`src/rtl/fetch_pkg.sv`:
```
// Shared types and constants for the instruction fetch stage.
package fetch_pkg;

   typedef enum logic {
      RUN  = 1'b0,
      HALT = 1'b1
   } fetch_state_t;

   localparam logic [31:0] WORD_BYTES        = 32'd4;
   localparam logic [31:0] DEFAULT_NOP_WORD  = 32'h0000_0000;
   localparam logic [31:0] DEFAULT_RESET_PC  = 32'h0000_0000;
   localparam int unsigned DEFAULT_MEM_WORDS = 32;

   // Force a byte address onto a word boundary.
   function automatic logic [31:0] align_word(input logic [31:0] addr);
      return {addr[31:2], 2'b00};
   endfunction

endpackage

```
`src/rtl/instruction_fetch_if.sv`:
```
// Instruction memory bus: fetch drives the address, memory answers
// combinationally with the word at that address.
interface instruction_fetch_if;
   logic [31:0] imem_address;
   logic [31:0] imem_data;

   modport master (output imem_address, input imem_data);
   modport slave  (input imem_address, output imem_data);
endinterface

```
`src/rtl/fetch_next_pc.sv`:
```
// Next-PC selection for the fetch stage (purely combinational).
// Chooses between hold, PC+4 and the word-aligned redirect target.
module fetch_next_pc
   import fetch_pkg::*;
#(
   parameter logic [31:0] PC_LIMIT = 32'd128
) (
   input  logic [31:0]  pc,
   input  fetch_state_t state,
   input  logic         stall,
   input  logic         redirect,
   input  logic [31:0]  target,
   output logic [31:0]  next_pc,
   output logic [31:0]  pc_inc
);

   assign pc_inc = pc + WORD_BYTES;

   // Priority: redirect, then out-of-range hold, then stall hold, then advance.
   always_comb begin
      next_pc = pc;
      case (state)
         RUN: begin
            if (redirect)
               next_pc = align_word(target);
            else if (pc >= PC_LIMIT)
               next_pc = pc;
            else if (!stall)
               next_pc = pc_inc;
         end
         HALT: begin
            // Only an in-range redirect can restart fetch.
            if (redirect && (target < PC_LIMIT))
               next_pc = align_word(target);
         end
         default: next_pc = pc;
      endcase
   end

endmodule

```
`src/rtl/instruction_fetch.sv`:
```
// Instruction fetch stage: owns the PC, drives the instruction memory and
// registers the returned word into IF/ID. Handles stall, branch flush and
// halting at the end of program memory.
// Optional: define FETCH_ALIGN_CHECK_EN to flag misaligned branch targets
// (sticky misalign_err) and suppress such redirects instead of masking them.
module instruction_fetch
   import fetch_pkg::*;
#(
   parameter logic [31:0] RESET_PC  = DEFAULT_RESET_PC,
   parameter int unsigned MEM_WORDS = DEFAULT_MEM_WORDS,
   parameter logic [31:0] NOP_WORD  = DEFAULT_NOP_WORD
) (
   input  logic                       clk,
   input  logic                       reset,
   input  logic                       stall,
   input  logic                       branch_taken,
   input  logic [31:0]                branch_target,
   instruction_fetch_if.master        imem,
   output logic [31:0]                instr,
   output logic [31:0]                pc_plus4,
   output logic                       instr_valid,
   output logic                       halted
`ifdef FETCH_ALIGN_CHECK_EN
   ,
   output logic                       misalign_err
`endif
);

   localparam logic [31:0] PC_LIMIT = 32'(MEM_WORDS) * WORD_BYTES;

   logic [31:0]  pc;
   logic [31:0]  next_pc;
   logic [31:0]  pc_inc;
   fetch_state_t state;
   logic         redirect;

`ifdef FETCH_ALIGN_CHECK_EN
   logic misaligned;
   assign misaligned = branch_taken && (branch_target[1:0] != 2'b00);
   // A misaligned target is dropped entirely: fetch carries on down the
   // sequential path with no flush.
   assign redirect   = branch_taken && !misaligned;
`else
   assign redirect   = branch_taken;
`endif

   assign imem.imem_address = pc;
   assign halted            = (state == HALT);

   fetch_next_pc #(
      .PC_LIMIT (PC_LIMIT)
   ) u_next_pc (
      .pc       (pc),
      .state    (state),
      .stall    (stall),
      .redirect (redirect),
      .target   (branch_target),
      .next_pc  (next_pc),
      .pc_inc   (pc_inc)
   );

   // PC, IF/ID register and RUN/HALT state machine.
   always_ff @(posedge clk) begin
      if (reset) begin
         pc          <= RESET_PC;
         instr       <= NOP_WORD;
         pc_plus4    <= 32'd0;
         instr_valid <= 1'b0;
         state       <= RUN;
      end else begin
         pc <= next_pc;
         case (state)
            RUN: begin
               if (redirect) begin
                  // Flush the wrong-path word; pc_plus4 keeps its last value.
                  instr       <= NOP_WORD;
                  instr_valid <= 1'b0;
               end else if (pc >= PC_LIMIT) begin
                  // Landed past the end (e.g. via a branch): stop without capturing.
                  instr       <= NOP_WORD;
                  instr_valid <= 1'b0;
                  state       <= HALT;
               end else if (!stall) begin
                  instr       <= imem.imem_data;
                  pc_plus4    <= pc_inc;
                  instr_valid <= 1'b1;
                  // Last word is still captured; fetch stops right after.
                  if (pc_inc == PC_LIMIT)
                     state <= HALT;
               end
            end
            HALT: begin
               instr       <= NOP_WORD;
               instr_valid <= 1'b0;
               if (redirect && (branch_target < PC_LIMIT))
                  state <= RUN;
            end
            default: state <= RUN;
         endcase
      end
   end

`ifdef FETCH_ALIGN_CHECK_EN
   // Sticky misaligned-target flag, cleared only by reset.
   always_ff @(posedge clk) begin
      if (reset)
         misalign_err <= 1'b0;
      else if (misaligned)
         misalign_err <= 1'b1;
   end
`endif

endmodule

```
`src/flat_wrapper.sv`:
```
// flat-port wrapper written by rule: the top's interface ports become plain ports
module instruction_fetch_flat import fetch_pkg::*;
#(
   parameter logic [31:0] RESET_PC  = DEFAULT_RESET_PC,
   parameter int unsigned MEM_WORDS = DEFAULT_MEM_WORDS,
   parameter logic [31:0] NOP_WORD  = DEFAULT_NOP_WORD
)
  (clk, reset, stall, branch_taken, branch_target, instr, pc_plus4, instr_valid, halted, imem_imem_address, imem_imem_data);
  instruction_fetch_if imem_i ();
  input  logic clk;
  input  logic reset;
  input  logic stall;
  input  logic branch_taken;
  input  logic [31:0] branch_target;
  output logic [31:0] instr;
  output logic [31:0] pc_plus4;
  output logic instr_valid;
  output logic halted;
  output wire logic [$bits(imem_i.imem_address)-1:0] imem_imem_address;
  input wire logic [$bits(imem_i.imem_data)-1:0] imem_imem_data;
  assign imem_imem_address = imem_i.imem_address;
  assign imem_i.imem_data = imem_imem_data;
  instruction_fetch #(.RESET_PC(RESET_PC), .MEM_WORDS(MEM_WORDS), .NOP_WORD(NOP_WORD)) u_core (.clk(clk), .reset(reset), .stall(stall), .branch_taken(branch_taken), .branch_target(branch_target), .imem(imem_i), .instr(instr), .pc_plus4(pc_plus4), .instr_valid(instr_valid), .halted(halted));
endmodule
```
`config.mk`:
```
export PLATFORM = sky130hd
export DESIGN_NAME = instruction_fetch_flat
export DESIGN_NICKNAME = d
export VERILOG_FILES = /design/src/rtl/fetch_pkg.sv /design/src/rtl/instruction_fetch_if.sv /design/src/rtl/fetch_next_pc.sv /design/src/rtl/instruction_fetch.sv /design/src/flat_wrapper.sv
export SDC_FILE = /design/constraint.sdc
export NUM_CORES = 1
export LEC_CHECK = 0
export BUFFER_PORTS_ARGS = -buffer_cell sky130_fd_sc_hd__buf_2
export CAP_MARGIN = 20
export CORE_ASPECT_RATIO = 0.5
export CORE_MARGIN = 3
export CORE_UTILIZATION = 49
export CTS_CLUSTER_DIAMETER = 30
export DETAILED_ROUTE_END_ITERATION = 7
export PLACE_DENSITY = 0.91
export SYNTH_ARGS = -nofsm -noshare
export SYNTH_HDL_FRONTEND = slang
export SYNTH_SLANG_ARGS = --single-unit
```
`constraint.sdc`:
```
create_clock -name clk -period 2.8 [get_ports clk]
set_input_delay 0.28 -clock clk [delete_from_list [all_inputs] [get_ports clk]]
set_output_delay 0.28 -clock clk [all_outputs]
set_load 0.05 [all_outputs]
```
# [After elaboration in Yosys (flattened, before gate mapping)]
# Cells that the tools add are included.
[totals] register_bits=98 in_bits=68 out_inout_bits=98
[op_classes] add_sub_neg=1 magnitude_cmp=2 eq_ne=5 mux=19 bitwise=4 reduce_logical=3
[op_table] cell="$mux 32" n=7
[op_table] cell="$pmux 32 s2" n=2
[op_table] cell="$add 32x3->32 const B" n=1
[op_table] cell="$eq 32x8->1 const B" n=1
[op_table] cell="$ge 32x8->1 const B" n=1
[op_table] cell="$lt 32x8->1 const B" n=1
[op_table] cell="$mux 1" n=8
[op_table] cell="$ne 3x3->1 const B" n=2
[op_table] cell="$ne 4x3->1 const B" n=1
[op_table] cell="$not 1->1" n=4
[op_table] cell="$pmux 1 s2" n=2
[op_table] cell="$reduce_and 4->1" n=1
[op_table] cell="$reduce_and 3->1" n=1
[op_table] cell="$ne 2x2->1 const B" n=1
[op_table] cell="$logic_and 1x1->1" n=1

# [Longest topological paths before layout]
[logic_depth] word_depth=7 ltp_mapped=9

# [By module]
# A second synthesis with hierarchy kept.
[unflattened] hier_cells=538 hier_area_um2=5049.8
[modules_own_cells] mod="instruction_fetch" instances=1 cells_each=353 area_per_inst_um2=3719.8 seq_area_each_um2=1961.9
[modules_own_cells] mod="fetch_next_pc" instances=1 cells_each=185 area_per_inst_um2=1330.0 seq_area_each_um2=0.0

# [Worst setup path before layout]
# No wires, ideal clock.
[synth_timing] path_kind="register to register" startpoint="register u_core.pc[3] (netlist: u_core.imem.imem_address[3])" endpoint="register u_core.pc[28] (netlist: u_core.imem.imem_address[28])" setup_ps=70 arrival_time_ps=2318 required_ps=2730 path_slack_ps=412 stages_incl_launch_ff=8 path_buffers=0 synth_period_minus_slack_ps=2388 path_cell_list="dfxtp_1 -> ha_1 -> nand4_2 -> nor4_2 -> nand4_1 -> xor2_1 -> a211o_1 -> a21oi_1"
[synth_between] elab_chain_cells=5
[synth_rtl] item="from (decl)" line="instruction_fetch.sv:31" text="logic [31:0] pc;"
[synth_rtl] item="from (signal assigned)" line="instruction_fetch.sv:71" text="pc <= next_pc;"
[synth_rtl] item="$add 32x3->32" line="fetch_next_pc.sv:17" text="assign pc_inc = pc + WORD_BYTES;"
[synth_rtl] item="$mux 32" line="fetch_next_pc.sv:28" text="else if (!stall)"
[synth_rtl] item="$mux 32" line="fetch_next_pc.sv:26" text="else if (pc >= PC_LIMIT)"
[synth_rtl] item="$mux 32" line="fetch_next_pc.sv:24" text="if (redirect)"
[synth_rtl] item="$pmux 32 s2" line="fetch_next_pc.sv:22" text="case (state)"
# Parallel ways exist; a longest one is shown, timed or not. The select of a mux whose other input is x is not followed.
# A chain may end at the register's enable or synchronous reset.

# [Worst setup path in the final report]
# Ends and elaborated chain as after synthesis.

==> metrics.txt <==
run status=complete, no violations; Endpoint, Worst Hold=u_core.instr[11]; number of hold violations in the final report=0; Seq/Total Area, Yosys=0.427; gr usage total=0.231; WP data required=around 3 ns; # clock sinks=94; worst setup margin=0.421 ns; clk slew on worst S/H paths=0.07 ns; Hold WC Path Type=in -> reg; vias in the first global route=3910; worst-path maximum fanout=7; routed len/inst=16.1 um; vias per inst=between 5 and 6; clock tree buffer depth=2; DP Worst Slack=0.456 ns; I/O pin count=~170; worst-skew pair later-pin latency=0.34 ns; Tmin final=2.38 ns; reg2reg path depth=7; GP Congestion=0.908; fraction of layout cells with a size suffix above 1=0.322; die width=around 140 um; hold path startpoint=imem_imem_data[11]; core area=around 8300 um2; Slew @ Worst Pin=0.906 ns; number of max-cap violations=0; die area=10200 um2; CTS tree=built; Worst Hold Depth=3; Die Span Y=73.0 um; postcts setup bufs=0; WS Path Type=reg -> reg; flop2flop setup slack=0.42 ns; CTS Hold Bufs=0; Synth async-reset ratio=0; count of unique library cells instantiated by Yosys=64; Buffers on Ports=159; Post-synth EDFFs=0; pin count of the biggest net entering global routing=38; HPWL Detailed=8.86 mm; most frequent cells in the layout=159 x buf_2, 94 x dfxtp_1, 68 x nor2_1; most common cell after layout, fill and taps aside=buf_2; Ys Warns=0; Final nets=702; worst r2r src=u_core.imem.imem_address[3]; Final setup viols=0; Area Growth Syn to Fin=24.8%; TNS Setup=0 ns; first-pass GRT wire length=19.1 mm; Critical Path Sink Type=flop; initial drt markers=450; antenna viol nets, final=0; Synth Flop Type=dfxtp_1; PwrDens=600 nW/um2; Max transition margin=0.394; ranking of synthesized cells by area=dfxtp_1 43%, mux2i_1 9.5%, nor2_1 5.8%; Avg Inst Size Synth=8.97 um2; Mapped Cells=491; Leak=2.58 nW; RSZ-0062 raised after global routing=no; ant diodes=0; reg-to-reg endpoint=u_core.imem.imem_address[28]; Row Count=23; area leader, netlist=dfxtp_1; Routed WL=12.1 mm; worst clock skew=roughly 0.0087 ns; CTS root buf=clkbuf_16; cts repair resizes=0; worst vdd ir=0.000345 V; worst endpoint data arrival time=2.64 ns; drt first pass iters=5; period utilization=0.849; drt drc=0; initial antenna violation count=0; H-Tree Level Count=3; Slew Viols, Final=0; startpoint types=flop; Synth Register Bits=between 90 and 100; cell area after synthesis=4400 um2; GRT overflow=0; Starting Density=0.528; Via Count=4214; CTS Buf Count=9; Synth top area share=0.427; f_max=approximately 420 MHz
[synthesized netlist by cell type (all sizes together) (4+ instances only)]
master / number
a211oi: 4
a21oi: 19
a22o: 5
and2: 27
and3: 4
and4: 6
buf: 25
clkbuf: 18
dfxtp: 94
inv: 5
mux2i: 42
nand2: 35
nand2b: 7
nand3: 21
nand4: 12
nor2: 68
nor3: 9
nor4: 15
o211ai: 4
o21ai: 10
o31ai: 6
xor2: 8
[state kept, by name (all words and copies together) (netlist names)]
signal and cells:
u_core.halted 1, u_core.imem.imem_address 30, u_core.instr 32, u_core.pc_plus4 30, u_core.instr_valid 1
[per-layer routing]
metal	vias up	global-route usage	share of wire	routed length, um
met5	-	0	0	0
met4	0	0.0838	0.020	244
met3	27	0.0694	0.095	1140
met2	229	0.388	0.48	5740
met1	1943	0.286	0.41	4940
li1	2015	-	-	-
[critical path, stage by stage (launching register included)]
cell	delay, ns
dfxtp_1	0.45
ha_1	0.31
nand4_2	0.24
nor4_2	0.43
nand4_1	0.18
xor2_1	0.21
a211o_1	0.32
a21oi_1	0.16
[final cells by class]
cell class | instances | area [um2]
Fill cell | 667 | 2850
Multi-Input combinational cell | 352 | 2290
Sequential cell | 94 | 1880
Timing Repair Buffer | 169 | 871
Clock buffer | 10 | 239
Tap cell | 112 | 140
Clock inverter | 6 | 57.6
Inverter | 5 | 18.8
[through the flow]
stage	instances	util	cell area (um2)	total power, mW	hold WS (ns)
floorplan	494	-	4420	1.94	0.424
global placement	731	0.622	5190	2.08	0.430
detailed placement	731	0.622	5190	2.10	0.438
CTS	747	0.658	5490	3.31	0.156
global route	748	0.659	5500	3.42	0.154
finish	748	0.659	5500	3.30	0.165
[worst max-delay path by stage]
stage | startpoint | endpoint | slack [ns] | cells after the start
after floorplan | u_core.imem.imem_address[3] | u_core.imem.imem_address[28] | 0.41 | 7
after global placement | u_core.imem.imem_address[2] | u_core.halted | 0.55 | 7
after detailed placement | u_core.imem.imem_address[3] | u_core.halted | 0.46 | 7
after CTS | u_core.imem.imem_address[3] | u_core.halted | 0.44 | 7
after global routing | u_core.imem.imem_address[3] | u_core.halted | 0.16 | 7
final | u_core.imem.imem_address[3] | u_core.imem.imem_address[28] | 0.42 | 7
[power by group]
part / internal, mW / switching (mW) / leakage, nW
Combinational: 0.207 / 0.403 / 1.67
Clock: 0.652 / 0.564 / 0.148
Sequential: 1.38 / 0.0910 / 0.761
[cells by family after synthesis]
family                     count (synthesis)  share of synthesized area
muxes                                     42                     0.0955
other                                      1                   0.000851
AOI/OAI and AO/OA                         75                      0.120
and+or+nand+nor                          218                      0.272
adders and majority gates                  3                    0.00852
buffers and inverters                     48                     0.0554
DFF                                       94                      0.427
xor gates and xnor gates                  10                     0.0199
No activity file was read; power rests on OpenSTA's default activity.
